### src/rtl/player_defs_pkg.sv
// Constants shared by the player controller and the player datapath:
// FSM encodings, sprite geometry, colours and lane positions.
package player_defs;

  typedef enum logic [2:0] {
    S_INIT         = 3'd0,
    S_INPUT        = 3'd1,
    S_SET_A        = 3'd2,
    S_SET_D        = 3'd3,
    S_ERASE        = 3'd4,
    S_UPDATE       = 3'd5,
    S_DRAW         = 3'd6,
    S_WAIT_RELEASE = 3'd7
  } state_t;

  localparam int         DEF_SPRITE_W      = 12;
  localparam int         DEF_SPRITE_H      = 12;
  localparam logic [2:0] DEF_PLAYER_COLOUR = 3'b111;
  localparam logic [2:0] DEF_BG_COLOUR     = 3'b000;

  localparam int         NUM_LANES = 4;
  localparam logic [7:0] PLAYER_Y  = 8'd99;

  // Left edge of each lane, indexed 0 (leftmost) to 3.
  function automatic logic [7:0] lane_x(input logic [1:0] lane);
    logic [7:0] x;
    case (lane)
      2'd0:    x = 8'd14;
      2'd1:    x = 8'd54;
      2'd2:    x = 8'd94;
      default: x = 8'd134;
    endcase
    return x;
  endfunction

endpackage

### src/rtl/sprite_sweep_counter.sv
// Raster offset generator for one sprite pass: x fastest, one pixel per
// cycle while run is high, self-clearing after the last pixel.
module sprite_sweep_counter #(
  parameter int W = 12,
  parameter int H = 12
) (
  input  logic       clock,
  input  logic       reset,
  input  logic       run,
  output logic [3:0] x_offset,
  output logic [3:0] y_offset,
  output logic       last
);

  localparam logic [3:0] X_MAX = 4'(W - 1);
  localparam logic [3:0] Y_MAX = 4'(H - 1);

  logic [3:0] x_q, x_d;
  logic [3:0] y_q, y_d;

  always_comb begin
    x_d  = x_q;
    y_d  = y_q;
    last = run && (x_q == X_MAX) && (y_q == Y_MAX);
    // Idle passes park at the origin so the next pass starts at (0,0).
    if (!run) begin
      x_d = '0;
      y_d = '0;
    end else if (x_q == X_MAX) begin
      x_d = '0;
      y_d = (y_q == Y_MAX) ? 4'd0 : y_q + 4'd1;
    end else begin
      x_d = x_q + 4'd1;
    end
  end

  always_ff @(posedge clock) begin
    if (!reset) begin
      x_q <= '0;
      y_q <= '0;
    end else begin
      x_q <= x_d;
      y_q <= y_d;
    end
  end

  assign x_offset = x_q;
  assign y_offset = y_q;

endmodule

### src/rtl/player_control.sv
// Player controller: turns A/D key levels into datapath strobes and runs the
// erase/draw sprite sweeps around each position update.
module player_control
  import player_defs::*;
#(
  parameter int         SPRITE_W      = DEF_SPRITE_W,
  parameter int         SPRITE_H      = DEF_SPRITE_H,
  parameter logic [2:0] PLAYER_COLOUR = DEF_PLAYER_COLOUR,
  parameter logic [2:0] BG_COLOUR     = DEF_BG_COLOUR
) (
  input  logic       clock,
  input  logic       reset,
  input  logic       enable,
  input  logic       keyboardAPressed,
  input  logic       keyboardDPressed,
  output logic       inInputState,
  output logic       inSetAState,
  output logic       inSetDState,
  output logic       inUpdatePositionState,
  output logic       plot,
  output logic [2:0] colour,
  output logic [3:0] x_offset,
  output logic [3:0] y_offset,
  output logic       busy,
  output logic       move_done
);

  state_t     state_q, state_d;
  logic       move_done_q, move_done_d;
  logic       sweep_run;
  logic       sweep_last;
  logic [3:0] sweep_x;
  logic [3:0] sweep_y;

  assign sweep_run = (state_q == S_ERASE) || (state_q == S_DRAW);

  sprite_sweep_counter #(
    .W(SPRITE_W),
    .H(SPRITE_H)
  ) u_sweep (
    .clock    (clock),
    .reset    (reset),
    .run      (sweep_run),
    .x_offset (sweep_x),
    .y_offset (sweep_y),
    .last     (sweep_last)
  );

  always_comb begin
    state_d = state_q;
    case (state_q)
      S_INIT: state_d = S_DRAW;
      S_INPUT: begin
        if (enable && keyboardAPressed && !keyboardDPressed)
          state_d = S_SET_A;
        else if (enable && keyboardDPressed && !keyboardAPressed)
          state_d = S_SET_D;
      end
      S_SET_A, S_SET_D: state_d = S_ERASE;
      S_ERASE:          if (sweep_last) state_d = S_UPDATE;
      S_UPDATE:         state_d = S_DRAW;
      S_DRAW:           if (sweep_last) state_d = S_WAIT_RELEASE;
      S_WAIT_RELEASE: begin
        if (!keyboardAPressed && !keyboardDPressed) state_d = S_INPUT;
      end
      default: state_d = S_INIT;
    endcase
    // Registered so the pulse is a pure function of flop state.
    move_done_d = (state_d == S_WAIT_RELEASE) && (state_q != S_WAIT_RELEASE);
  end

  always_ff @(posedge clock) begin
    if (!reset) begin
      state_q     <= S_INIT;
      move_done_q <= 1'b0;
    end else begin
      state_q     <= state_d;
      move_done_q <= move_done_d;
    end
  end

  always_comb begin
    inInputState          = 1'b0;
    inSetAState           = 1'b0;
    inSetDState           = 1'b0;
    inUpdatePositionState = 1'b0;
    plot                  = 1'b0;
    colour                = 3'b000;
    x_offset              = 4'd0;
    y_offset              = 4'd0;
    busy                  = (state_q != S_INPUT) && (state_q != S_INIT);
    move_done             = move_done_q;
    case (state_q)
      S_INPUT:  inInputState          = 1'b1;
      S_SET_A:  inSetAState           = 1'b1;
      S_SET_D:  inSetDState           = 1'b1;
      S_UPDATE: inUpdatePositionState = 1'b1;
      S_ERASE: begin
        plot     = 1'b1;
        colour   = BG_COLOUR;
        x_offset = sweep_x;
        y_offset = sweep_y;
      end
      S_DRAW: begin
        plot     = 1'b1;
        colour   = PLAYER_COLOUR;
        x_offset = sweep_x;
        y_offset = sweep_y;
      end
      default: ;
    endcase
  end

endmodule

### config.mk
export PLATFORM = sky130hd
export DESIGN_NAME = player_control
export DESIGN_NICKNAME = d
export VERILOG_FILES = /design/src/rtl/player_defs_pkg.sv /design/src/rtl/sprite_sweep_counter.sv /design/src/rtl/player_control.sv
export SDC_FILE = /design/constraint.sdc
export NUM_CORES = 1
export LEC_CHECK = 0
export CELL_PAD_IN_SITES_DETAIL_PLACEMENT = 1
export CELL_PAD_IN_SITES_GLOBAL_PLACEMENT = 1
export CORE_ASPECT_RATIO = 1.2
export CORE_MARGIN = 2
export CORE_UTILIZATION = 28
export CTS_CLUSTER_DIAMETER = 100
export CTS_CLUSTER_SIZE = 16
export DETAILED_ROUTE_END_ITERATION = 16
export PLACE_DENSITY_LB_ADDON = 0.1
export REMOVE_ABC_BUFFERS = 1
export SYNTH_ARGS = -nofsm -noshare
export SYNTH_HDL_FRONTEND = slang
export SYNTH_HIERARCHICAL = 1
export SYNTH_SLANG_ARGS = --single-unit
### constraint.sdc
create_clock -name clock -period 1.5 [get_ports clock]
set_clock_uncertainty 0.05 [all_clocks]
set_input_delay 0.3 -clock clock [delete_from_list [all_inputs] [get_ports clock]]
set_output_delay 0.3 -clock clock [all_outputs]
set_load 0.02 [all_outputs]
==> key figures <==
Clock network
  • Post-CTS Hold Fix Bufs: 0
  • Clock Latency Late Sink: 280 ps
  • Clock Sinks: 12
  • CTS clock-pin slew for the worst setup and hold paths: 80 ps
  • CTS Buffer Depth: 2
  • CTS tree: done
  • Cts bufs inserted: 3
  • CTS H-Tree Depth: 1
  • Clock Tree Root: clkbuf_4

STA
  • Slew Limit Headroom: 77.50%
  • Min Tclk post-route: 1556 ps
  • Final Hold Fails: 0
  • Post-route clock period utilization: 103.7%
  • Fin worst setup slack: -56.18 ps
  • Max-slew violations: 0
  • Final Setup Violations: 7
  • Worst-margin pin slew: 336.7 ps
  • RSZ-0062 raised after global routing: yes
  • Fmax: 0.6426 GHz

Cells and area
  • Layout Nets: 131
  • Fillers: 281
  • Area growth, synth to finish: 79.07%
  • Share of layout cells above drive strength 1: 56.10%
  • Finished Core Util: 52.52%
  • Finished Layout Cells: 154
  • Antenna fix cells: 0

Critical path
  • Largest fanout on the critical path: 4
  • R2R Path Start: u_sweep/x_offset[0]$_SDFF_PP0_
  • Reg-to-Reg End: state_q[0]$_SDFF_PN0_
  • Critical Path Sink Type: output port
  • Setup CP Type: reg2out
  • Worst path depth: 4
  • Reg2reg path depth: 6
  • Startpoint Class: register
  • Required @ worst endpoint: 1150 ps
  • Slowest Stage Delay on Critical Path: 350 ps
  • Worst reg2reg setup slack: 80 ps
  • Crit path DAT: 1210 ps
  • CP Buf/Inv Count: 2
  • Start point of the critical path: state_q[2]$_SDFF_PN0_
  • Cell mode on critical path: buf_6
  • CP Capture Point: colour[0]
  • Crit path cell chain: nor2b_4, buf_6, and2_4, buf_6
  • Slowest cell on crit path: dfxtp_2
  • Delay-heaviest family, CP: flip-flops

Synth
  • Post-synthesis sequential area ratio: 35.89%
  • Most used flip-flop cell after synthesis: dfxtp_1
  • Mapped cell area: 669.4 um^2
  • Post-Syn Area per Cell: 8.367 um^2
  • Synth warn: 6
  • Post-synth cell types: 34
  • Cells after Synth: 80
  • #FFs+latches synth: 12
  • Post-synth EDFFs: 0
  • Ys async rst share: 0%

Power and ir drop
  • Sw Share: 25.51%
  • Tot Pwr: 727.1 uW
  • Cell-internal power: 541.6 uW
  • Clock power share: 36.9%
  • Worst vdd ir: 585.9 uV
  • Comb pwr share: 17.4%
  • Reg power frac: 45.7%
  • Power density over the cells: 606.6 nW/um^2
  • Sw power: 185.5 uW
  • Cell leakage power: 0.0005373 uW

Job
  • # Max-Cap Violations: 0

Global route
  • GRT Total Usage: 16.74%
  • Vias in the first global route: 754
  • Global-route wire length before repair: 3491 um
  • Initial antenna violation count: 0
  • Overflow left after global routing: 0
  • Largest net degree at the start of global routing: 9

Floorplanning
  • Row count: 19
  • Core area: 2282 um^2
  • Die Span Y: 57.56 um
  • Die area: 2799 um^2
  • Die width: 48.64 um
  • IO Count: 23
  • Effective utilization at floorplan: 29.33%

Placed design
  • Place WS: -397.4 ps
  • Port-buffer cells: 22
  • Placed Cells: 145
  • GP Congestion: 0.8039
  • Hpwl dp: 1504 um

Detailed routing
  • Pre-Repair DR Iteration Count: 3
  • DRT iter0 DRCs: 11
  • Drc violations: 0
  • Mean number of vias per cell: 4.929
  • Final ANT Viol Nets: 0
  • Routed WL: 2079 um
  • Vias: 759
  • Routed length per instance: 13.50 um

Run status
  • Failing checks: setup timing
  • Status: finished, violations left

Worst hold path
  • Hold WC Path Type: reg2reg
## worst min-delay path by stage
stage / startpoint / to / slack [ps] / cells after the start
floorplan: reset / state_q[0]$_SDFF_PN0_ / 370 / 1
global route: u_sweep/x_offset[0]$_SDFF_PP0_ / u_sweep/x_offset[0]$_SDFF_PP0_ / 440 / 1
finish: u_sweep/x_offset[0]$_SDFF_PP0_ / u_sweep/x_offset[0]$_SDFF_PP0_ / 410 / 1
detailed placement: u_sweep/x_offset[0]$_SDFF_PP0_ / u_sweep/x_offset[0]$_SDFF_PP0_ / 440 / 1
CTS: u_sweep/x_offset[0]$_SDFF_PP0_ / u_sweep/x_offset[0]$_SDFF_PP0_ / 450 / 1
global placement: u_sweep/x_offset[0]$_SDFF_PP0_ / u_sweep/x_offset[0]$_SDFF_PP0_ / 430 / 1
## routing by layer
metal  track usage [%]  part of all wire [%]
met5                 0                     0
met4             9.796                   1.8
met1             16.18                    36
met3             4.188                   4.8
met2             31.90                    58
## cell usage in the layout (no fill, tap or decap), types with 2 or more instances in the layout
master            n
a21oi_1           5
a311oi_1          2
and2_4            9
and3_1            2
and3b_1           2
buf_4            20
buf_6            17
clkbuf_4          3
clkdlybuf4s50_1   4
dfxtp_1           6
dfxtp_2           4
dfxtp_4           2
inv_1             2
nand2_1           6
nand2b_4          2
nand3_1           2
nor2_1            2
nor2_4            3
nor2b_4           2
nor3_1            2
o21ai_0           4
## flip-flops by register name, indices dropped and copies added (netlist names)
name and cells:
move_done 1, state_q 3, u_sweep/x_offset 4, u_sweep/y_offset 4
## power groups by stage
stage	registers, uW	logic (uW)	clock network (uW)
detailed placement	339	104	0
global placement	338	102	0
floorplan	339	40.4	0
CTS	332	117	273
global route	334	138	302
finish	332	127	268
## cell families (layout without fill, tap and decap cells)
family,after synthesis,after routing,synth area share (%)
adders and majority gates,2,2,3.738
DFF,12,12,35.89
AOI/OAI and AO/OA,17,17,16.08
muxes,1,1,1.495
buffers and inverters,7,49,5.793
and+or+nand+nor,40,41,35.71
xor gates and xnor gates,1,1,1.309
## layout make-up
cell class	count	area, um^2	area share (%)
flip-flops and latches	12	252.7	21.09
well taps	31	38.79	3.236
clock buffers	4	36.28	3.027
repair buffers	42	390.4	32.57
inverters	3	11.26	0.9395
multi-input cells	62	469.2	39.14
## cell usage after synthesis, types with 2 or more instances
cell type  instances  area share [%]
and3_1             2             1.9
nor2_1             5             2.8
and2_1             9             8.4
o21ai_0            5             3.7
nor3_1             2             1.5
a311oi_1           2             2.6
a21oi_1            5             3.7
dfxtp_1           12              36
ha_1               2             3.7
buf_4              3             3.4
and3b_1            2             2.6
inv_1              3             1.7
nand2_1            6             3.4
nand3_1            2             1.5
## metrics by stage
stage	cell area [um^2]	hold slack, ps	TNS [ps]
2_1_floorplan	641.9	367.7	-866.6
3_3_place_gp	1021	428.4	-4149
3_5_place_dp	1021	442.3	-4963
4_1_cts	1066	454.4	-305.7
5_1_grt	1199	439.1	-1256
6_report	1199	405.5	-282.8
## repair_timing
item                                    in CTS  in global routing
hold endpoints to repair                     0                  0
cloned                                       1                  0
resized for setup                           94                 39
setup buffers                                1                  3
endpoints found under the setup margin      18                 21
pin swaps                                    1                  9
Note: power is estimated with default switching activity, not from simulation.
==> RTL change (same settings) <==
Register the output `move_done`, with the module's reset; this adds one clock of latency there. The other outputs are not delayed to match.
--- a/src/rtl/player_control.sv
+++ b/src/rtl/player_control.sv
@@ -24,6 +24,8 @@
   output logic       busy,
   output logic       move_done
 );
+
+  logic move_done_c;
 
   state_t     state_q, state_d;
   logic       move_done_q, move_done_d;
@@ -89,7 +91,7 @@
     x_offset              = 4'd0;
     y_offset              = 4'd0;
     busy                  = (state_q != S_INPUT) && (state_q != S_INIT);
-    move_done             = move_done_q;
+    move_done_c           = move_done_q;
     case (state_q)
       S_INPUT:  inInputState          = 1'b1;
       S_SET_A:  inSetAState           = 1'b1;
@@ -111,5 +113,13 @@
     endcase
   end
 
+  always_ff @(posedge clock) begin
+    if (!reset) begin
+      move_done <= '0;
+    end else begin
+      move_done <= move_done_c;
+    end
+  end
+
 endmodule
 
Function: same outputs for any inputs over 10 cycles, from zero or initial values and one cycle with reset low; that may be too few to reach the edited logic, so the function may still have changed.
==> RTL change against the unedited design <==
The flow still finishes with violations (negative setup slack); sequential share of layout area rose by 0.49 points; critical path depth is the same; largest cell class unchanged; critical path type unchanged; register-to-register slack lost 80 ps; worst hold slack worse by 10 ps; routed wire length grew 1.4%; area after synthesis is 13% higher; sequential power increased by 8.4%; sequential cell count grew 1; worst setup slack improved by 30 ps; total power decreased by 2.3%; via count grew 2.1%; cell area up 6.0%.
==> RTL change: results (changes against the unedited design) <==
The flow ran to the end, but the final reports show violations. Violations in the final reports: negative setup slack (unchanged). The sequential fraction of the synthesis area was 34.4% (was 35.9%).

The tools report the routed length on met2 as 1.15 mm (was 1.20 mm). The signal arrival time at the worst endpoint came out at 1180 ps (was 1210 ps). The maximum fanout encountered on the critical timing path came out at 5 (was 4).

The number of optimization iterations in the first detailed-route pass came out at 4 (was 3). The hold path endpoint is move_done (was u_sweep/x_offset[0]). Startpoint of the lowest-slack hold path: move_done_c (was u_sweep/x_offset[0]). Sum of negative setup slack: -149 ps (was -283 ps). Final setup slack of the worst path: -26.2 ps (was -56.2 ps). For the number of nets in the final layout, the log shows 138 (was 131).

Fraction of final layout cells with drive strength greater than 1: 56.9% (was 56.1%). The launch point of the worst path was state_q[0] (was state_q[2]). For the net switching component of the power, the log shows 190 uW (was 185 uW). The tools report the final number of setup-violating endpoints as 11 (was 7). The reg2reg setup slack is 0 ps (was 80 ps), and the leakage power of the design is 0.000553 uW (was 0.000537 uW). The global-route usage over all layers was 15.0% (was 16.7%). The tools report the placement-stage cell area as 0.00109 sq mm (was 0.00102 sq mm).

The logs give 10 (was 9) for the pin count of the biggest net entering global routing and 0.252 mV (was 0.586 mV) for the worst supply voltage drop on vdd. The tools report the routed metal-1 wirelength as 857 um (was 742 um). Most area-consuming cells after synthesis: dfxtp_1 (34%), and2_1 (8.3%), nand2_1 (3.5%) (was dfxtp_1 (36%), and2_1 (8.4%), a21oi_1 (3.7%)). The final hold slack came out at 395 ps (was 406 ps). Launching point of the worst reg2reg path: state_q[2] (was u_sweep/x_offset[0]). The number of cells traversed by the worst register-to-register path is 8 (was 6). For the number of DRC markers after the initial detailed-route iteration, the log shows 2 (was 11). The routed length on met3 is 83 um (was 100 um). The via-per-instance ratio was 4.75 (was 4.93); the global placement routability congestion was 0.783 (was 0.804).

The wire length of the first global-routing pass was 3.50 mm (was 3.49 mm). The number of global-route vias before repair was 812 (was 754). For the worst slew margin relative to its limit, the log shows 80.5% (was 77.5%).
RTL change: kinds of logic after synthesis:
| kind of cell | share of synthesized area (%) |
|---|---|
| AO/OA/AOI/OAI | 12.4 |
| XOR/XNOR | 1.16 |
| adder cells (fa/ha/maj) | 3.31 |
| buffers and inverters | 7.61 |
| flip-flops | 34.4 |
| multiplexers | 2.81 |
| AND/OR/NAND/NOR | 38.2 |
RTL change: final cells by class:
| cell class | count | area [sq um] |
|---|---|---|
| well taps | 33 | 41.3 |
| fillers | 302 | 1280 |
| flip-flops and latches | 13 | 274 |
| repair buffers | 48 | 418 |
| multi-input cells | 63 | 503 |
| clock buffers | 4 | 26.3 |
| inverters | 2 | 7.51 |
RTL change: timing repair:
item / in CTS / in global routing
endpoints found under the setup margin: 20 / 19
resized for setup: 101 / 20
pin swaps: 2 / 6
setup buffers: 6 / 3
RTL change: power by group through the flow:
| stage | Clock, uW | Combinational [uW] | Sequential [uW] |
|---|---|---|---|
| finish | 224 | 126 | 360 |
| global route | 245 | 136 | 361 |
| CTS | 239 | 111 | 360 |
| detailed placement | 0 | 108 | 369 |
| global placement | 0 | 106 | 369 |
| floorplan | 0 | 43.7 | 369 |
RTL change: worst max path at each step:
stage | end | slack, ps
floorplan | colour[0] | -190
global placement | colour[1] | -280
detailed placement | colour[1] | -320
CTS | x_offset[2] | -90
global route | y_offset[2] | -70
finish | y_offset[2] | -30
RTL change: critical path, cell delays in order (launching register included):
cell and delay [ps]:
dfxtp_4 370, nor2_4 160, buf_6 130, and2_4 130, buf_6 100
RTL change: per-layer routing:
metal	GRT usage, %	up-vias
li1	-	387
met1	15.9	368
met2	28.8	18
met3	2.71	2
met4	6.77	0
met5	0	-
RTL change: through the flow:
| step | power (uW) | cells |
|---|---|---|
| 2_1_floorplan | 413 | 78 |
| 3_3_place_gp | 475 | 150 |
| 3_5_place_dp | 478 | 150 |
| 4_1_cts | 710 | 160 |
| 5_1_grt | 742 | 163 |
| 6_report | 710 | 163 |
